--- src/rtl/mdu_exec_unit_if.sv ---
`default_nettype none
// ============================================================================
// Module      : mdu_exec_unit_if
// Description : Dispatch, flush and CDB-broadcast signals for the RV32M
//               multiply/divide execution unit. The master side is the
//               reservation station plus CDB arbiter; the slave side is the unit.
// Revision    : 1.0  initial release
// ============================================================================
interface mdu_exec_unit_if #(
   parameter int XLEN  = 32,
   parameter int TAG_W = 5
);
   logic             flush;
   logic             start_valid;
   logic             start_ready;
   logic [2:0]       aluop_i;
   logic [TAG_W-1:0] destination_i;
   logic [XLEN-1:0]  src1_i;
   logic [XLEN-1:0]  src2_i;
   logic             done_valid;
   logic             done_ready;
   logic [XLEN-1:0]  result_o;
   logic [TAG_W-1:0] destination_o;

   modport master (
      output flush, start_valid, aluop_i, destination_i, src1_i, src2_i, done_ready,
      input  start_ready, done_valid, result_o, destination_o
   );

   modport slave (
      input  flush, start_valid, aluop_i, destination_i, src1_i, src2_i, done_ready,
      output start_ready, done_valid, result_o, destination_o
   );
endinterface
`default_nettype wire

--- src/rtl/mdu_exec_unit.sv ---
`default_nettype none
// ============================================================================
// Module      : mdu_exec_unit
// Description : Iterative RV32M multiply/divide unit. One shift-add or
//               restoring-subtract step per cycle on operand magnitudes; the
//               result is held until the CDB grants it.
//               Optional macro MDU_FAST_MUL_EN: multiplies finish in the
//               accept cycle using a single-cycle 64-bit product.
// Revision    : 1.0  initial release
// ============================================================================
module mdu_exec_unit #(
   parameter int XLEN  = 32,
   parameter int TAG_W = 5
) (
   input  wire logic clk,
   input  wire logic reset,
   mdu_exec_unit_if.slave bus
);
   localparam int                c_CNT_W = $clog2(XLEN);
   localparam logic [c_CNT_W-1:0] c_LAST = c_CNT_W'(XLEN - 1);
   localparam logic [XLEN-1:0]    c_MIN  = {1'b1, {(XLEN-1){1'b0}}};

   typedef enum logic [1:0] {
      S_IDLE = 2'd0,
      S_CALC = 2'd1,
      S_DONE = 2'd2
   } state_t;

   state_t                r_state;
   state_t                w_state_next;
   logic [c_CNT_W-1:0]    r_count;
   logic [2:0]            r_op;
   logic [TAG_W-1:0]      r_tag;
   logic [XLEN-1:0]       r_result;
   logic [2*XLEN-1:0]     r_prod;     // {remainder/high, quotient/low}
   logic [XLEN-1:0]       r_opb;      // multiplicand or divisor magnitude
   logic                  r_neg_q;    // negate product / quotient at the end
   logic                  r_neg_r;    // negate remainder at the end
   logic                  w_done_valid;

   // Accept-cycle decode
   logic [2:0]      w_op;
   logic            w_start_ready, w_accept;
   logic            w_a_signed, w_b_signed, w_a_neg, w_b_neg;
   logic [XLEN-1:0] w_a_abs, w_b_abs;
   logic            w_div_zero, w_div_ovf, w_short;
   logic [XLEN-1:0] w_short_res;

   assign w_op          = bus.aluop_i;
   assign w_start_ready = (r_state == S_IDLE) & reset;
   assign w_accept      = bus.start_valid & w_start_ready & ~bus.flush;

   // Signed divides (DIV/REM) have funct3[0]=0; MULH signs both, MULHSU only rs1
   assign w_a_signed = w_op[2] ? ~w_op[0] : (w_op == 3'b001 || w_op == 3'b010);
   assign w_b_signed = w_op[2] ? ~w_op[0] : (w_op == 3'b001);
   assign w_a_neg    = w_a_signed & bus.src1_i[XLEN-1];
   assign w_b_neg    = w_b_signed & bus.src2_i[XLEN-1];
   assign w_a_abs    = w_a_neg ? -bus.src1_i : bus.src1_i;
   assign w_b_abs    = w_b_neg ? -bus.src2_i : bus.src2_i;

   assign w_div_zero = w_op[2] & (bus.src2_i == '0);
   assign w_div_ovf  = w_op[2] & ~w_op[0] & (bus.src1_i == c_MIN) & (bus.src2_i == '1);
   // Remainder ops have funct3[1]=1
   assign w_short_res = w_div_zero ? (w_op[1] ? bus.src1_i : '1)
                                   : (w_op[1] ? '0 : c_MIN);

`ifdef MDU_FAST_MUL_EN
   logic signed [2*XLEN-1:0] w_fa, w_fb, w_fast_full;
   logic [XLEN-1:0]          w_fast_res;
   assign w_fa        = {{XLEN{w_a_neg}}, bus.src1_i};
   assign w_fb        = {{XLEN{w_b_neg}}, bus.src2_i};
   assign w_fast_full = w_fa * w_fb;
   assign w_fast_res  = (w_op == 3'b000) ? w_fast_full[XLEN-1:0] : w_fast_full[2*XLEN-1:XLEN];
   assign w_short     = w_div_zero | w_div_ovf | ~w_op[2];
`else
   assign w_short     = w_div_zero | w_div_ovf;
`endif

   // Iteration step
   logic [XLEN:0]     w_sum, w_shrem;
   logic [XLEN-1:0]   w_diff;
   logic              w_ge;
   logic [2*XLEN-1:0] w_mul_next, w_div_next, w_prod_next, w_prod_signed;
   logic [XLEN-1:0]   w_quo, w_rem;
   logic [XLEN-1:0]   w_final;

   assign w_sum      = {1'b0, r_prod[2*XLEN-1:XLEN]} + {1'b0, (r_prod[0] ? r_opb : '0)};
   assign w_mul_next = {w_sum, r_prod[XLEN-1:1]};
   assign w_shrem    = r_prod[2*XLEN-1:XLEN-1];
   assign w_ge       = (w_shrem >= {1'b0, r_opb});
   assign w_diff     = w_shrem[XLEN-1:0] - r_opb;
   assign w_div_next = w_ge ? {w_diff,             r_prod[XLEN-2:0], 1'b1}
                            : {w_shrem[XLEN-1:0],  r_prod[XLEN-2:0], 1'b0};
   assign w_prod_next   = r_op[2] ? w_div_next : w_mul_next;
   // MUL never sets r_neg_q, so its low half can come from the signed product too
   assign w_prod_signed = r_neg_q ? -w_prod_next : w_prod_next;
   assign w_quo = r_neg_q ? -w_prod_next[XLEN-1:0] : w_prod_next[XLEN-1:0];
   assign w_rem = r_neg_r ? -w_prod_next[2*XLEN-1:XLEN] : w_prod_next[2*XLEN-1:XLEN];

   // Pick the architectural result from the final iteration value
   always_comb begin
      w_final = '0;
      case (r_op)
         3'b000:                 w_final = w_prod_signed[XLEN-1:0];
         3'b001, 3'b010, 3'b011: w_final = w_prod_signed[2*XLEN-1:XLEN];
         3'b100, 3'b101:         w_final = w_quo;
         default:                w_final = w_rem;
      endcase
   end

   // State register
   always_ff @(posedge clk) begin
      if (!reset) r_state <= S_IDLE;
      else        r_state <= w_state_next;
   end

   // Next-state and handshake outputs; flush overrides accept and grant
   always_comb begin
      w_state_next = r_state;
      w_done_valid = 1'b0;
      case (r_state)
         S_IDLE: if (w_accept) w_state_next = w_short ? S_DONE : S_CALC;
         S_CALC: if (r_count == c_LAST) w_state_next = S_DONE;
         S_DONE: begin
            w_done_valid = 1'b1;
            if (bus.done_ready) w_state_next = S_IDLE;
         end
         default: w_state_next = S_IDLE;
      endcase
      if (bus.flush) w_state_next = S_IDLE;
   end

   // Operand capture, iteration datapath and result register
   always_ff @(posedge clk) begin
      if (!reset) begin
         r_count  <= '0;
         r_op     <= '0;
         r_tag    <= '0;
         r_result <= '0;
         r_prod   <= '0;
         r_opb    <= '0;
         r_neg_q  <= 1'b0;
         r_neg_r  <= 1'b0;
      end else if (r_state == S_IDLE) begin
         if (w_accept) begin
            r_count <= '0;
            r_op    <= w_op;
            r_tag   <= bus.destination_i;
            r_prod  <= {{XLEN{1'b0}}, w_a_abs};
            r_opb   <= w_b_abs;
            r_neg_q <= w_a_neg ^ w_b_neg;
            r_neg_r <= w_a_neg;
            if (w_div_zero | w_div_ovf) r_result <= w_short_res;
`ifdef MDU_FAST_MUL_EN
            else if (!w_op[2])          r_result <= w_fast_res;
`endif
         end
      end else if (r_state == S_CALC) begin
         r_prod  <= w_prod_next;
         r_count <= r_count + c_CNT_W'(1);
         if (r_count == c_LAST) begin
            r_result <= w_final;
            r_count  <= '0;
         end
      end
   end

   assign bus.start_ready   = w_start_ready;
   assign bus.done_valid    = w_done_valid;
   assign bus.result_o      = r_result;
   assign bus.destination_o = r_tag;
endmodule
`default_nettype wire

--- src/flat_wrapper.sv ---
// flat-port wrapper written by rule: the top's interface ports become plain ports
module mdu_exec_unit_flat 
#(
   parameter int XLEN  = 32,
   parameter int TAG_W = 5
)
  (clk, reset, bus_flush, bus_start_valid, bus_aluop_i, bus_destination_i, bus_src1_i, bus_src2_i, bus_done_ready, bus_start_ready, bus_done_valid, bus_result_o, bus_destination_o);
  mdu_exec_unit_if #(.XLEN(XLEN), .TAG_W(TAG_W)) bus_i ();
  input  wire logic clk;
  input  wire logic reset;
  input wire logic [$bits(bus_i.flush)-1:0] bus_flush;
  input wire logic [$bits(bus_i.start_valid)-1:0] bus_start_valid;
  input wire logic [$bits(bus_i.aluop_i)-1:0] bus_aluop_i;
  input wire logic [$bits(bus_i.destination_i)-1:0] bus_destination_i;
  input wire logic [$bits(bus_i.src1_i)-1:0] bus_src1_i;
  input wire logic [$bits(bus_i.src2_i)-1:0] bus_src2_i;
  input wire logic [$bits(bus_i.done_ready)-1:0] bus_done_ready;
  output wire logic [$bits(bus_i.start_ready)-1:0] bus_start_ready;
  output wire logic [$bits(bus_i.done_valid)-1:0] bus_done_valid;
  output wire logic [$bits(bus_i.result_o)-1:0] bus_result_o;
  output wire logic [$bits(bus_i.destination_o)-1:0] bus_destination_o;
  assign bus_i.flush = bus_flush;
  assign bus_i.start_valid = bus_start_valid;
  assign bus_i.aluop_i = bus_aluop_i;
  assign bus_i.destination_i = bus_destination_i;
  assign bus_i.src1_i = bus_src1_i;
  assign bus_i.src2_i = bus_src2_i;
  assign bus_i.done_ready = bus_done_ready;
  assign bus_start_ready = bus_i.start_ready;
  assign bus_done_valid = bus_i.done_valid;
  assign bus_result_o = bus_i.result_o;
  assign bus_destination_o = bus_i.destination_o;
  mdu_exec_unit #(.XLEN(XLEN), .TAG_W(TAG_W)) u_core (.clk(clk), .reset(reset), .bus(bus_i));
endmodule
--- config.mk ---
export PLATFORM = sky130hd
export DESIGN_NAME = mdu_exec_unit_flat
export DESIGN_NICKNAME = d
export VERILOG_FILES = /design/src/rtl/mdu_exec_unit_if.sv /design/src/rtl/mdu_exec_unit.sv /design/src/flat_wrapper.sv
export SDC_FILE = /design/constraint.sdc
export NUM_CORES = 1
export LEC_CHECK = 0
export ABC_AREA = 1
export CAP_MARGIN = 20
export CORE_MARGIN = 2
export CORE_UTILIZATION = 43
export CTS_BUF_LIST = sky130_fd_sc_hd__clkbuf_8
export CTS_CLUSTER_SIZE = 12
export DETAILED_ROUTE_END_ITERATION = 16
export GPL_TIMING_DRIVEN = 0
export PLACE_DENSITY = 0.64
export SLEW_MARGIN = 0
export SYNTH_ARGS = -nofsm -noshare
export SYNTH_HDL_FRONTEND = slang
export SYNTH_SLANG_ARGS = --single-unit
--- constraint.sdc ---
create_clock -name clk -period 4.21 [get_ports clk]
set_clock_uncertainty 0.1 [all_clocks]
set_input_delay 0.421 -clock clk [delete_from_list [all_inputs] [get_ports clk]]
set_output_delay 0.421 -clock clk [all_outputs]
set_load 0.005 [all_outputs]
==> out/results.tsv, run 1 <==
metric	value	unit
pre_cts_slack	-1.01	ns
powerDensity	222	mW/mm2
num_rows	74	
fin_crit_sh	97.8	%
path_depth	24	
final_cell_mix	995 x nand2_1, 442 x inv_1, 302 x nor2_1	
dpl.hpwl	70.0	mm
synth.largest_area_cell	nand2_1	
drcViolationCount	0	
crit_fanout	7	
syn_nets	3396	
nets	3554	
cts_tree	yes	
syn_area_per_cell	5.46	um2
grt_pass1_wl	125	mm
hp-class	reg2reg	
drive_above_1_share	12.6	%
arrival	4.44	ns
reg2regPathDepth	24	
status	finished, final reports clean	
start_util	43.5	%
yosysWarnings	0	
die_height	207	um
clk_latency	0.55	ns
antenna_cells	0	
syn-cell-area	0.0177	mm2
portBuffers	113	
synth_edf_count	0	
finalMaxSlewViolations	0	
mostFrequentLayoutCell	nand2_1	
grt_max_degree	17	
cts_root_buf	clkbuf_8	
synth_area_leaders	nand2_1 22%, dfxtp_1 16%, inv_1 9.5%, nand3_1 7.8%, nor2_1 6.7%	
track_usage	38.1	%
synthArstFlopShare	0	%
synth-seq-area-share	16.4	%
cp_cell_sequence	inv_1 > ha_1 > nand2_1 > nor2_2 > a21oi_2 > nand2_2 > nor2_8 > buf_8 > nand3_2 > o21ai_4 > ha_4 > nand3_4 > inv_2 > nand4_1 > nor2_2 > nand4_1 > nor2_2 > nand4_4 > nand2_4 > o21ai_4 > nor2_1 > o21ai_0 > o21ai_0 > a21oi_1	
clkTransAtPathRegs	0.11	ns
max_cap_viol_count	0	
slew_headroom	33.7	%
num_vias	22500	
viasPerCell	5.69	
ant_nets	0	
setup_violations	0	
startpoint_type	register	
crit_top_cell	nor2_2	
drt_iter0_markers	2934	
finalHoldViolations	0	
grt_setup_unrepaired	true	
grt_antenna_before_repair	2	
worstPathRequired	4.53	ns
grt_pass1_vias	20500	
synth_cell_types	59	
io_pins	116	
synth_flop_cell	dfxtp_1	
crit_type	reg2reg	
worst_pin_slew	0.994	ns
worst_path_max_delay_cell	dfxtp_2	
cp_top_family	simple AND/OR/NAND/NOR gates	
cts_max_level	4	
final_core_util	51.8	%
dieArea	0.0429	mm2
cp_slowest_stage_delay	0.40	ns
wl_per_cell	21.4	um
cts_buffers	17	
min_path_cells	2	
fin_ws	0.0922	ns
p_leak	10.6	nW
postSynthCellCount	3246	
routed_wl	84.5	mm
ir_worst_vdd	219	uV
ctsHoldBuffers	0	
yosys.area.top_type_share	21.9	%
max_freq	243	MHz
crit_path_end_kind	register	
clock_path_buffers	2	
globalRoute.totalOverflow	0	
clock_sinks	145	
die_w	207	um
design.core.area	0.0407	mm2
min_period	4.12	ns
gp_congestion	1.05	
finalSetupTns	0	ns
cp.buffers_inverters	3	
syn_to_final_growth	19.1	%
firstDrtPassIters	8	
ys_ff_latch	145	
-- layout make-up --
| cell class | instances | area, um2 |
|---|---|---|
| clock buffer | 18 | 248 |
| clock inverter | 14 | 155 |
| sequential | 145 | 3020 |
| tap | 532 | 666 |
| timing repair buffer | 140 | 1330 |
| multi-input combinational | 2510 | 13300 |
| inverter | 466 | 1750 |
| fill | 4488 | 19600 |
| buffer | 124 | 651 |
-- through the flow --
step	total power, mW	instance area, um2	cells	hold WS, ns
6_report	4.70	21100	3949	0.383
5_1_grt	4.90	21100	3949	0.406
4_1_cts	4.55	20600	3934	0.383
3_5_place_dp	3.27	19500	3891	0.371
3_3_place_gp	3.26	19500	3891	0.356
2_1_floorplan	2.65	17700	3246	0.345
-- state kept, by name, indices dropped and copies added (netlist names) --
register                  flops
u_core.r_op                   3
u_core.r_count                5
u_core.r_state                2
u_core.r_neg_q                1
u_core.r_prod                64
u_core.bus.destination_o      5
u_core.r_neg_r                1
u_core.r_opb                 32
u_core.bus.result_o          32
-- cell families (layout without fill, tap and decap cells) --
| logic type | count (synthesis) | in the layout | synth area share [%] |
|---|---|---|---|
| flip-flops | 145 | 145 | 16.4 |
| AO/OA/AOI/OAI | 519 | 519 | 16.1 |
| adder cells (fa/ha/maj) | 73 | 73 | 5.24 |
| XOR/XNOR | 69 | 69 | 3.41 |
| AND/OR/NAND/NOR | 1849 | 1849 | 45.4 |
| buffers and inverters | 591 | 762 | 13.5 |
-- cells in the mapped netlist, types with 2 or more instances --
cell         n
nand4_2     10
o41ai_1      2
and3_1       2
o22ai_1      9
or2_2       14
buf_2       17
inv_1      450
nor2_4       6
or2_1        5
o221ai_1     5
o21ai_1     21
xnor2_1     21
o211ai_1    19
nor2_1     318
nor2_2      30
and2_1       4
nand2_2     23
clkinv_1     3
nand3_1    277
buf_4        9
ha_1        71
nand3_2     12
inv_2       12
buf_1       14
o21bai_1    10
a21oi_1    234
clkbuf_1    71
dfxtp_1    145
a31oi_1     23
nor4_1       9
o21ai_2     12
nor3_2       3
fa_1         2
nor3_1      34
buf_6       13
xor2_1      48
o21ai_0    166
nand2_1   1034
nand3b_1    13
nand4_1     44
a21oi_2      6
o31ai_1      4
nand3_4      4
a221oi_1     2
-- report_power, final --
group          switching, mW  internal, mW  leakage, nW
Clock                  0.694         0.550        0.194
Combinational           1.37         0.631         9.20
Sequential            0.0451          1.41         1.21
-- routing by layer --
metal,track usage (%),share of wire [%]
met3,7.99,11
met5,0,0.025
met4,13.7,3.2
met2,55.8,41
met1,54.7,45
-- what timing repair did --
item                       CTS  global route
gates resized for setup    143           114
buffers inserted            12            15
setup endpoints to repair   32            29
pin swaps                   10            16
-- worst register-to-register path, stage by stage (launching register included) --
cell and delay [ns]:
dfxtp_2 0.40, inv_1 0.06, ha_1 0.40, nand2_1 0.12
nor2_2 0.06, a21oi_2 0.15, nand2_2 0.11, nor2_8 0.16
buf_8 0.13, nand3_2 0.09, o21ai_4 0.12, ha_4 0.19
nand3_4 0.10, inv_2 0.08, nand4_1 0.14, nor2_2 0.14
nand4_1 0.14, nor2_2 0.19, nand4_4 0.20, nand2_4 0.14
o21ai_4 0.11, nor2_1 0.12, o21ai_0 0.10, o21ai_0 0.37
a21oi_1 0.11
-- worst paths after layout --
check                    start                      to  slack (ns)
max           u_core.r_opb[29]  u_core.bus.result_o[4]        0.09
min          u_core.r_count[4]       u_core.r_count[4]        0.38
max reg2reg   u_core.r_opb[29]  u_core.bus.result_o[4]        0.09
min reg2reg  u_core.r_count[4]       u_core.r_count[4]        0.38
(Power assumes the default switching activity.)
==> inputs of run 2 (changes only) <==
CORE_MARGIN = 3   (was 2)
==> out/results.tsv, run 2 (same netlist as run 1, synthesis figures left out) <==
metric	value	unit	change
status	finished, final reports clean		
crit_top_cell	nor2_2		
cp.buffers_inverters	4		+1
grt_setup_unrepaired	true		
num_vias	22700		+0.73%
crit_path_end_kind	register		
hold_start	u_core.r_prod[8]		
wl_per_cell	21.5	um	+0.23%
reg2reg_to	u_core.bus.result_o[8]		
die_height	209	um	+0.97%
worst_pin_slew	0.957	ns	-0.0371 ns
clkTransAtPathRegs	0.11	ns	about the same
ir_worst_vdd	196	uV	-10%
cts_root_buf	clkbuf_8		
cts_max_level	4		unchanged
reg2regPathDepth	27		+13%
min_period	4.16	ns	+0.0450 ns
startpoint_type	register		
grt_pass1_wl	124	mm	-0.60%
cts_buffers	17		unchanged
firstDrtPassIters	7		-1
largest-register	u_core.r_prod		
io_pins	116		unchanged
pre_cts_slack	-0.825	ns	+0.189 ns
grt_antenna_before_repair	2		unchanged
cp_top_family	simple AND/OR/NAND/NOR gates		
syn_to_final_growth	19.6	%	
dieArea	0.0437	mm2	+1.9%
arrival	4.47	ns	+0.03 ns
track_usage	37.1	%	-1.0 points
fin_ws	0.0473	ns	-0.0450 ns
worstPathRequired	4.52	ns	about the same
p_leak	10.7	nW	+0.67%
largest_reg_flops	64		unchanged
clk_latency	0.53	ns	-0.02 ns
highest_layer	met5		
dr_wl_met3	10.5	mm	+14%
gp_congestion	1.04		-1.1%
grt_pass1_vias	20100		-2.0%
start_util	44.1	%	+0.60 points
wl_met1	37.1	mm	-2.0%
worst_path_max_delay_cell	dfxtp_2		
cts_tree	yes		
hp-class	reg2reg		
cp_slowest_stage_delay	0.41	ns	about the same
crit_type	reg2reg		
drive_above_1_share	12.8	%	+0.23 points
max_cap_viol_count	0		unchanged
clock_sinks	145		unchanged
powerDensity	220	mW/mm2	-1.0%
routed_wl	84.8	mm	+0.33%
globalRoute.totalOverflow	0		unchanged
die_w	209	um	+0.97%
postLayoutCellArea	0.0212	mm2	+0.36%
mostFrequentLayoutCell	nand2_1		
min_to	u_core.r_prod[8]		
clock_path_buffers	2		unchanged
drcViolationCount	0		unchanged
slew_headroom	36.2	%	+2.5 points
post-place-cells	3884		-0.18%
timing.rr.start	u_core.r_opb[13]		
finalHoldViolations	0		unchanged
viasPerCell	5.73		+0.63%
drt_iter0_markers	3149		+7.3%
ctsHoldBuffers	0		unchanged
design.core.area	0.0402	mm2	-1.4%
fin_crit_sh	98.9	%	+1.1 points
dpl.hpwl	69.6	mm	-0.68%
dpl-instance-area	0.0195	mm2	about the same
grt_max_degree	17		unchanged
finalSetupTns	0	ns	unchanged
ant_nets	0		unchanged
max_freq	240	MHz	-1.1%
num_rows	73		-1.4%
min_path_cells	2		unchanged
final_cell_mix	988 x nand2_1, 436 x inv_1, 308 x nor2_1		
portBuffers	113		unchanged
finalMaxSlewViolations	0		unchanged
wl_met2	34.5	mm	-0.92%
nets	3564		+0.28%
setup_violations	0		unchanged
r2r_slack	0.05	ns	-0.04 ns
fin_cells	3953		+0.10%
crit_fanout	5		-2
## run 2: cell count changes in the layout (fill, tap and decap cells not counted), moves of 7 or more
cell,previous run,this run
buf_4,36,43
a21oi_1,219,227
a21oi_2,20,13
nand2_1,995,988
dfxtp_4,18,27
ha_2,11,3
inv_2,20,28
## run 2: worst max path at each step
stage,startpoint,endpoint,slack [ns],depth (start not counted)
after detailed placement,u_core.r_prod[0],u_core.bus.result_o[26],-0.82,26
after global routing,u_core.r_prod[37],u_core.bus.result_o[28],-0.05,30
after floorplan,u_core.r_opb[27],u_core.bus.result_o[30],0.60,31
final,u_core.r_opb[13],u_core.bus.result_o[8],0.05,27
after global placement,u_core.r_prod[0],u_core.bus.result_o[26],-0.80,26
after CTS,u_core.r_opb[26],u_core.bus.result_o[28],0.004,29
## run 2: cell type report
class / count / area, um2
fill: 4367 / 19000
multi-input combinational: 2510 / 13300
sequential: 145 / 3040
inverter: 466 / 1750
timing repair buffer: 150 / 1450
tap: 525 / 657
buffer: 124 / 649
clock buffer: 17 / 234
clock inverter: 14 / 144
antenna: 2 / 5.00
## run 2: where the power goes
| group | switching, mW | internal (mW) |
|---|---|---|
| clock network | 0.675 | 0.522 |
| registers | 0.0479 | 1.40 |
| logic | 1.37 | 0.648 |
| total | 2.09 | 2.57 |
## run 2: worst register-to-register path: cells and delay by family, from the launching register on
kind	cells	cell delay (ns)
and+or+nand+nor	17	1.94
AOI/OAI and AO/OA	4	0.66
buffers and inverters	4	0.48
adders and majority gates	2	0.46
DFF	1	0.41
## run 2: per-stage QoR
stage	power (mW)	utilization, %	hold WS [ns]
global placement	3.26	48.6	0.356
detailed placement	3.27	48.6	0.377
finish	4.67	52.7	0.396
global route	4.87	52.7	0.419
CTS	4.51	51.1	0.385
floorplan	2.65	-	0.345
## run 2: timing repair
| item | CTS | global route |
|---|---|---|
| gates cloned | 0 | 0 |
| pin swaps | 9 | 21 |
| buffers inserted | 13 | 24 |
| setup endpoints to repair | 30 | 29 |
| resized for setup | 134 | 133 |
## run 2: per-layer routing
| layer | vias to the layer above | GRT usage, % |
|---|---|---|
| met5 | - | 0 |
| met3 | 164 | 9.98 |
| met1 | 10400 | 53.7 |
| met4 | 2 | 11.6 |
| li1 | 10700 | - |
| met2 | 1307 | 53.1 |
